<file path="config.mk">
export PLATFORM = sky130hd
export DESIGN_NAME = reg_bank_arbiter
export DESIGN_NICKNAME = d
export VERILOG_FILES = /design/src/rtl/reg_bank_arbiter.sv
export SDC_FILE = /design/constraint.sdc
export NUM_CORES = 1
export LEC_CHECK = 0
export ABC_CLOCK_PERIOD_IN_PS = 6200
export BUFFER_PORTS_ARGS = -buffer_cell sky130_fd_sc_hd__buf_2
export CORE_ASPECT_RATIO = 2
export CORE_UTILIZATION = 59
export DETAILED_ROUTE_END_ITERATION = 7
export PLACE_DENSITY_LB_ADDON = 0.2
export SLEW_MARGIN = 40
export SYNTH_ARGS = -nofsm -noshare
export SYNTH_HDL_FRONTEND = slang
export SYNTH_SLANG_ARGS = --single-unit
</file>
<file path="constraint.sdc">
create_clock -name clk -period 6.2 [get_ports clk]
set_clock_uncertainty 0.05 [all_clocks]
set_input_delay 1.24 -clock clk [delete_from_list [all_inputs] [get_ports clk]]
set_output_delay 1.24 -clock clk [all_outputs]
set_load 0.02 [all_outputs]
</file>
<file path="src/rtl/reg_bank_arbiter.sv">
// Round-robin arbiter in front of a small register bank: grants one requester per
// access, performs the read or write, then returns a one-cycle ack (and read data).
module reg_bank_arbiter #(
  parameter int WIDTH   = 16,
  parameter int NUM_REQ = 4,
  parameter int ADDR_W  = 2
) (
  input  logic                      clk,
  input  logic                      reset,
  input  logic [NUM_REQ-1:0]        req,
  input  logic [NUM_REQ-1:0]        we,
  input  logic [NUM_REQ*ADDR_W-1:0] addr,
  input  logic [NUM_REQ*WIDTH-1:0]  wdata,
  output logic [NUM_REQ-1:0]        gnt,
  output logic [NUM_REQ-1:0]        ack,
  output logic [WIDTH-1:0]          rdata,
  output logic                      rvalid,
  output logic                      busy
);

  localparam int PTR_W = (NUM_REQ > 1) ? $clog2(NUM_REQ) : 1;
  localparam int DEPTH = 1 << ADDR_W;

  typedef enum logic [1:0] {IDLE, XFER, ACK} state_t;

  state_t               state_reg, state_next;
  logic [PTR_W-1:0]     ptr_reg, ptr_next;
  logic [PTR_W-1:0]     win_reg, win_next;
  logic                 we_lat_reg, we_lat_next;
  logic [ADDR_W-1:0]    addr_lat_reg, addr_lat_next;
  logic [WIDTH-1:0]     wdata_lat_reg, wdata_lat_next;
  logic [NUM_REQ-1:0]   gnt_reg, gnt_next;
  logic [NUM_REQ-1:0]   ack_reg, ack_next;
  logic [WIDTH-1:0]     rdata_reg, rdata_next;
  logic                 rvalid_reg, rvalid_next;
  logic                 busy_reg, busy_next;
  logic                 bank_we;
  logic [WIDTH-1:0]     bank_reg [DEPTH];

  logic [ADDR_W-1:0]    req_addr  [NUM_REQ];
  logic [WIDTH-1:0]     req_wdata [NUM_REQ];
  logic [PTR_W-1:0]     cand;
  logic [PTR_W-1:0]     idx;
  logic                 found;

  generate
    for (genvar gi = 0; gi < NUM_REQ; gi++) begin : g_unpack
      assign req_addr[gi]  = addr[gi*ADDR_W +: ADDR_W];
      assign req_wdata[gi] = wdata[gi*WIDTH +: WIDTH];
    end
  endgenerate

  // First pending requester at or after ptr, wrapping around.
  always_comb begin
    cand  = ptr_reg;
    idx   = '0;
    found = 1'b0;
    for (int k = 0; k < NUM_REQ; k++) begin
      idx = PTR_W'((int'(ptr_reg) + k) % NUM_REQ);
      if (!found && req[idx]) begin
        cand  = idx;
        found = 1'b1;
      end
    end
  end

  always_comb begin
    state_next     = state_reg;
    ptr_next       = ptr_reg;
    win_next       = win_reg;
    we_lat_next    = we_lat_reg;
    addr_lat_next  = addr_lat_reg;
    wdata_lat_next = wdata_lat_reg;
    gnt_next       = gnt_reg;
    ack_next       = '0;
    rdata_next     = rdata_reg;
    rvalid_next    = 1'b0;
    busy_next      = busy_reg;
    bank_we        = 1'b0;
    case (state_reg)
      IDLE: begin
        if (|req) begin
          win_next       = cand;
          we_lat_next    = we[cand];
          addr_lat_next  = req_addr[cand];
          wdata_lat_next = req_wdata[cand];
          gnt_next       = NUM_REQ'(1) << cand;
          busy_next      = 1'b1;
          state_next     = XFER;
        end
      end
      XFER: begin
        if (we_lat_reg) begin
          bank_we = 1'b1;
        end else begin
          rdata_next  = bank_reg[addr_lat_reg];
          rvalid_next = 1'b1;
        end
        ack_next   = NUM_REQ'(1) << win_reg;
        state_next = ACK;
      end
      ACK: begin
        gnt_next   = '0;
        busy_next  = 1'b0;
        ptr_next   = (win_reg == PTR_W'(NUM_REQ - 1)) ? '0 : win_reg + 1'b1;
        state_next = IDLE;
      end
      default: begin
        gnt_next   = '0;
        busy_next  = 1'b0;
        state_next = IDLE;
      end
    endcase
  end

  always_ff @(posedge clk) begin
    if (!reset) begin
      state_reg     <= IDLE;
      ptr_reg       <= '0;
      win_reg       <= '0;
      we_lat_reg    <= 1'b0;
      addr_lat_reg  <= '0;
      wdata_lat_reg <= '0;
      gnt_reg       <= '0;
      ack_reg       <= '0;
      rdata_reg     <= '0;
      rvalid_reg    <= 1'b0;
      busy_reg      <= 1'b0;
      for (int k = 0; k < DEPTH; k++) bank_reg[k] <= '0;
    end else begin
      state_reg     <= state_next;
      ptr_reg       <= ptr_next;
      win_reg       <= win_next;
      we_lat_reg    <= we_lat_next;
      addr_lat_reg  <= addr_lat_next;
      wdata_lat_reg <= wdata_lat_next;
      gnt_reg       <= gnt_next;
      ack_reg       <= ack_next;
      rdata_reg     <= rdata_next;
      rvalid_reg    <= rvalid_next;
      busy_reg      <= busy_next;
      if (bank_we) bank_reg[addr_lat_reg] <= wdata_lat_reg;
    end
  end

  assign gnt    = gnt_reg;
  assign ack    = ack_reg;
  assign rdata  = rdata_reg;
  assign rvalid = rvalid_reg;
  assign busy   = busy_reg;

endmodule

</file>
Word-level counts from Yosys, hierarchy flattened:

Memory sizes are Yosys's and may differ from the RTL's. A register that Yosys moved wholly into a read port is not among the register bits.
Index checks and enable logic that the tools add are counted.

* register bits after elaboration: 35
* bits in writable memories: 64
* input bits: 82
* output and inout bits: 26
* word-level logic and storage cells: 83
* memories kept: 1

Memory list
* bank_reg: words 4, width 16, rd ports 1, clocked after Yosys merged registers in 1, write ports 4, line 38 `logic [WIDTH-1:0] bank_reg [DEPTH];`

* add/subtract/negate cells: 4
* magnitude comparators: 6
* eq/ne operators: 4
* shift-type cells: 2
* mux-type cells: 39
* bitwise gates (word level): 3
* reductions and logical operators: 14

Operators by type and width (number)
* $mux W16: 3
* $bmux W16 S2: 1
* $mux W1: 17
* $mux W2: 8
* $reduce_or A16 Y1: 1
* $lt A2 B3 Y1 const B: 5
* $bmux W1 S2: 5
* $pmux W4 S2: 1
* $reduce_and A2 Y1: 4
* $shl A1 B2 Y4 const A: 2
* $add A2 B1 Y2 const B: 2
* $add A2 B2 Y2 const B: 2
* $bmux W2 S2: 1
* $eq A2 B2 Y1 const B: 2
* $logic_not A1 Y1: 4
* $mux W4: 1
* $pmux W2 S2: 1
* $reduce_or A4 Y1: 1
* $ge A3 B3 Y1 const B: 1
* $logic_and A1 B1 Y1: 3
* $not A2 Y3: 1
* $eq A2 B1 Y1 const B: 1
* $logic_not A2 Y1: 1
* $ne A2 B2 Y1 const B: 1
* 2 further kinds: 3

Depth between registers and ports, before layout:

* word-level depth: 16
* depth in mapped cells: 7
* gate-level depth less buffers: 5

Worst setup path after synthesis:

No wires, ideal clock.

* path kind: in2reg
* from: input port reset
* to: memory bank_reg[1][0] (enable)
* setup time: 0.375 ns
* arrival time: 2.492 ns
* path slack: 3.284 ns
* stages: 5
* cell sequence: buf_2 and2b_1 nand3_2 nor3b_2 nand2b_1

RTL lines
* from (decl): line 9 `input logic reset,`
* to (decl): line 38

==> results.ini <==
[layout]
final_cell_mix = buf_2 (107), and2_1 (67), edfxtp_1 (64)
drive_above_1_share = 0.307
fin_area_um2 = 6600
fillers = 651
fin_cells = 681
syn_to_final_growth_pct = 20.8
fin_nets = 649
final_util = 0.732
antenna_cells = 0
layout_commonest_cell = buf_2
largest_reg_flops = 64

[power_and_ir_drop]
pwr-share-seq = 0.435
power.switching_uw = 562
total_power_mw = 2.11
p_per_area_nw_per_um2 = 319
peakVddDrop_mv = 0.218
switching_share = 0.267
clock_power_share = 0.438
power.internal_mw = 1.54
p_comb_frac = 0.128
p_leak_nw = 2.64

[critical_path]
reg2reg_from = state_reg[1]
end_kind = flop
start_kind = input pin
required_ns = 6.18
timing.rr.end = bank_reg[2][13]
cp.depth = 6
r2r_setup_slack_ns = 3.63
cp_slowest_cell = nand2b_1
crit_buf_inv = 2
crit_start = reset
path_delay_family = simple AND/OR/NAND/NOR gates
cpPeakStageDelay_ns = 0.67
crit_end = bank_reg[2][13]
rr_worst_depth = 4
cp.arrival_ns = 3.44
crit_path_cell_trace = buf_2, buf_4, and2b_1, nand3_2, nor3b_2, nand2b_1
cp_max_fo = 46
critPathKind = input pin to flop

[floorplanning]
ioPinCount = 108
core-area_um2 = 9010
rows = 49
die-area_um2 = 9660
start_util = 0.606
die-height_um = 138
fp.dieW_um = 70.0

[global_routing]
grt_max_degree = 47
grt-ovfl-total = 0
grt_pass1_vias = 4225
antenna_found_initial = 0
grt_util_all_layers = 0.282
grt_pass1_wl_um = 20800

[clock_network]
cts_hold_buf = 0
clk_latency_ns = 0.41
cts_tree = yes
numCtsBuffers = 17
cts_resized = 0
htreeDepth = 4
path_clk_slew_ns = 0.06
cts_num_sinks = 115
cts-root-buf = clkbuf_16
cts.path.max_buffers = 2
post_cts_buffers = 0

[drt]
avgRoutedWirePerCell_um = 18.9
vias = 4026
drtAntennaViolNets = 0
routed_via_density = 5.91
first_pass_iters = 4
wirelength_um = 12900
drt-initial-drc-count = 179
drc = 0

[placement]
dpl.hpwl_um = 9070
gp_congestion = 0.790
port-buffer-count = 107
place_area_um2 = 6010
dp.cells = 649

[yosys]
synth_cell_types = 50
syn_inst = 471
syn_area_um2 = 5460
yosys_warnings = 0
yosysSeqAreaShare = 0.539
synth_fp_nets = 554
synth_edf_count = 64
async_flop_share = 0
ys_seq_elements = 115
syn-mean-instance-area_um2 = 11.6
synthFlopType = edfxtp_1

[sta]
slew_headroom = 0.455
rsz0062_at_grt = no
fmax_mhz = 289
finalSetupViolations = 0
fin_crit_sh = 0.558
period_needed_ns = 3.46
finalHoldViolCount = 0
setup_tns_ns = 0
drv_slew = 0
worst_slew_pin_slew_ns = 0.813

[job]
drv_cap = 0

[run_status]
status = completed

[worst_hold_path]
hp-class = flop to flop
hold_depth = 2

## through the flow
step | setup WS, ns | hold WS, ns
after floorplan | 3.28 | 0.420
after global placement | 2.42 | 0.379
after detailed placement | 2.23 | 0.390
after CTS | 2.60 | 0.406
after global routing | 2.55 | 0.418
final | 2.74 | 0.399
## area by class of cell
type | instances | area, um^2 | share of cell area
well taps | 102 | 128 | 0.0193
inverters | 5 | 18.8 | 0.00285
flip-flops and latches | 115 | 2940 | 0.446
clock inverters | 13 | 95.1 | 0.0144
clock buffers | 19 | 475 | 0.0721
multi-input cells | 317 | 2380 | 0.360
repair buffers | 110 | 558 | 0.0846
## power by group through the flow
stage / Combinational (mW) / Clock (mW) / Sequential [mW]
after floorplan: 0.192 / 0 / 0.910
after global placement: 0.256 / 0 / 0.925
after detailed placement: 0.267 / 0 / 0.930
after CTS: 0.270 / 0.928 / 0.915
after global routing: 0.293 / 0.961 / 0.923
final: 0.269 / 0.922 / 0.915
## cell families after synthesis
kind of cell	share of synthesized area
AND/OR/NAND/NOR	0.173
buffers and inverters	0.0341
adder cells (fa/ha/maj)	0.00229
flip-flops	0.539
AO/OA/AOI/OAI	0.149
multiplexers	0.103
## worst min-delay path, delay by kind of cell, from the launching register on
family	cells	cell delay, ns
and+or+nand+nor	2	0.09
DFF	1	0.31
## worst min-delay path by stage
stage | from | to | slack [ns]
2_1_floorplan | win_reg[1] | ack[1] | 0.42
3_3_place_gp | gnt[1] | gnt[1] | 0.38
3_5_place_dp | gnt[1] | gnt[1] | 0.39
4_1_cts | gnt[1] | gnt[1] | 0.41
5_1_grt | rdata[13] | rdata[13] | 0.42
6_report | gnt[1] | gnt[1] | 0.40
## layer usage
layer | part of all wire | track usage | routed length (um)
met2 | 0.56 | 0.517 | 7250
met1 | 0.36 | 0.290 | 4670
met3 | 0.041 | 0.0627 | 524
met4 | 0.032 | 0.152 | 408
met5 | 0 | 0 | 0
## Yosys cell counts, types with 4 or more instances
library cell | number | area (um^2)
and2_1 | 67 | 419
edfxtp_1 | 64 | 1920
dfxtp_1 | 51 | 1020
nand2_1 | 50 | 188
o21ai_0 | 22 | 110
mux2i_1 | 20 | 200
a21boi_0 | 17 | 128
mux4_2 | 16 | 360
clkbuf_1 | 15 | 56.3
buf_2 | 14 | 70.1
a21oi_1 | 12 | 60.1
or2_0 | 12 | 75.1
a221oi_1 | 10 | 87.6
o22ai_1 | 10 | 62.6
o21a_1 | 9 | 67.6
a211o_1 | 7 | 61.3
nand2b_1 | 7 | 43.8
o2bb2ai_1 | 7 | 61.3
nor2_1 | 6 | 22.5
and3_1 | 4 | 25.0
nor2b_1 | 4 | 25.0
No activity file was read; power rests on OpenSTA's default activity.
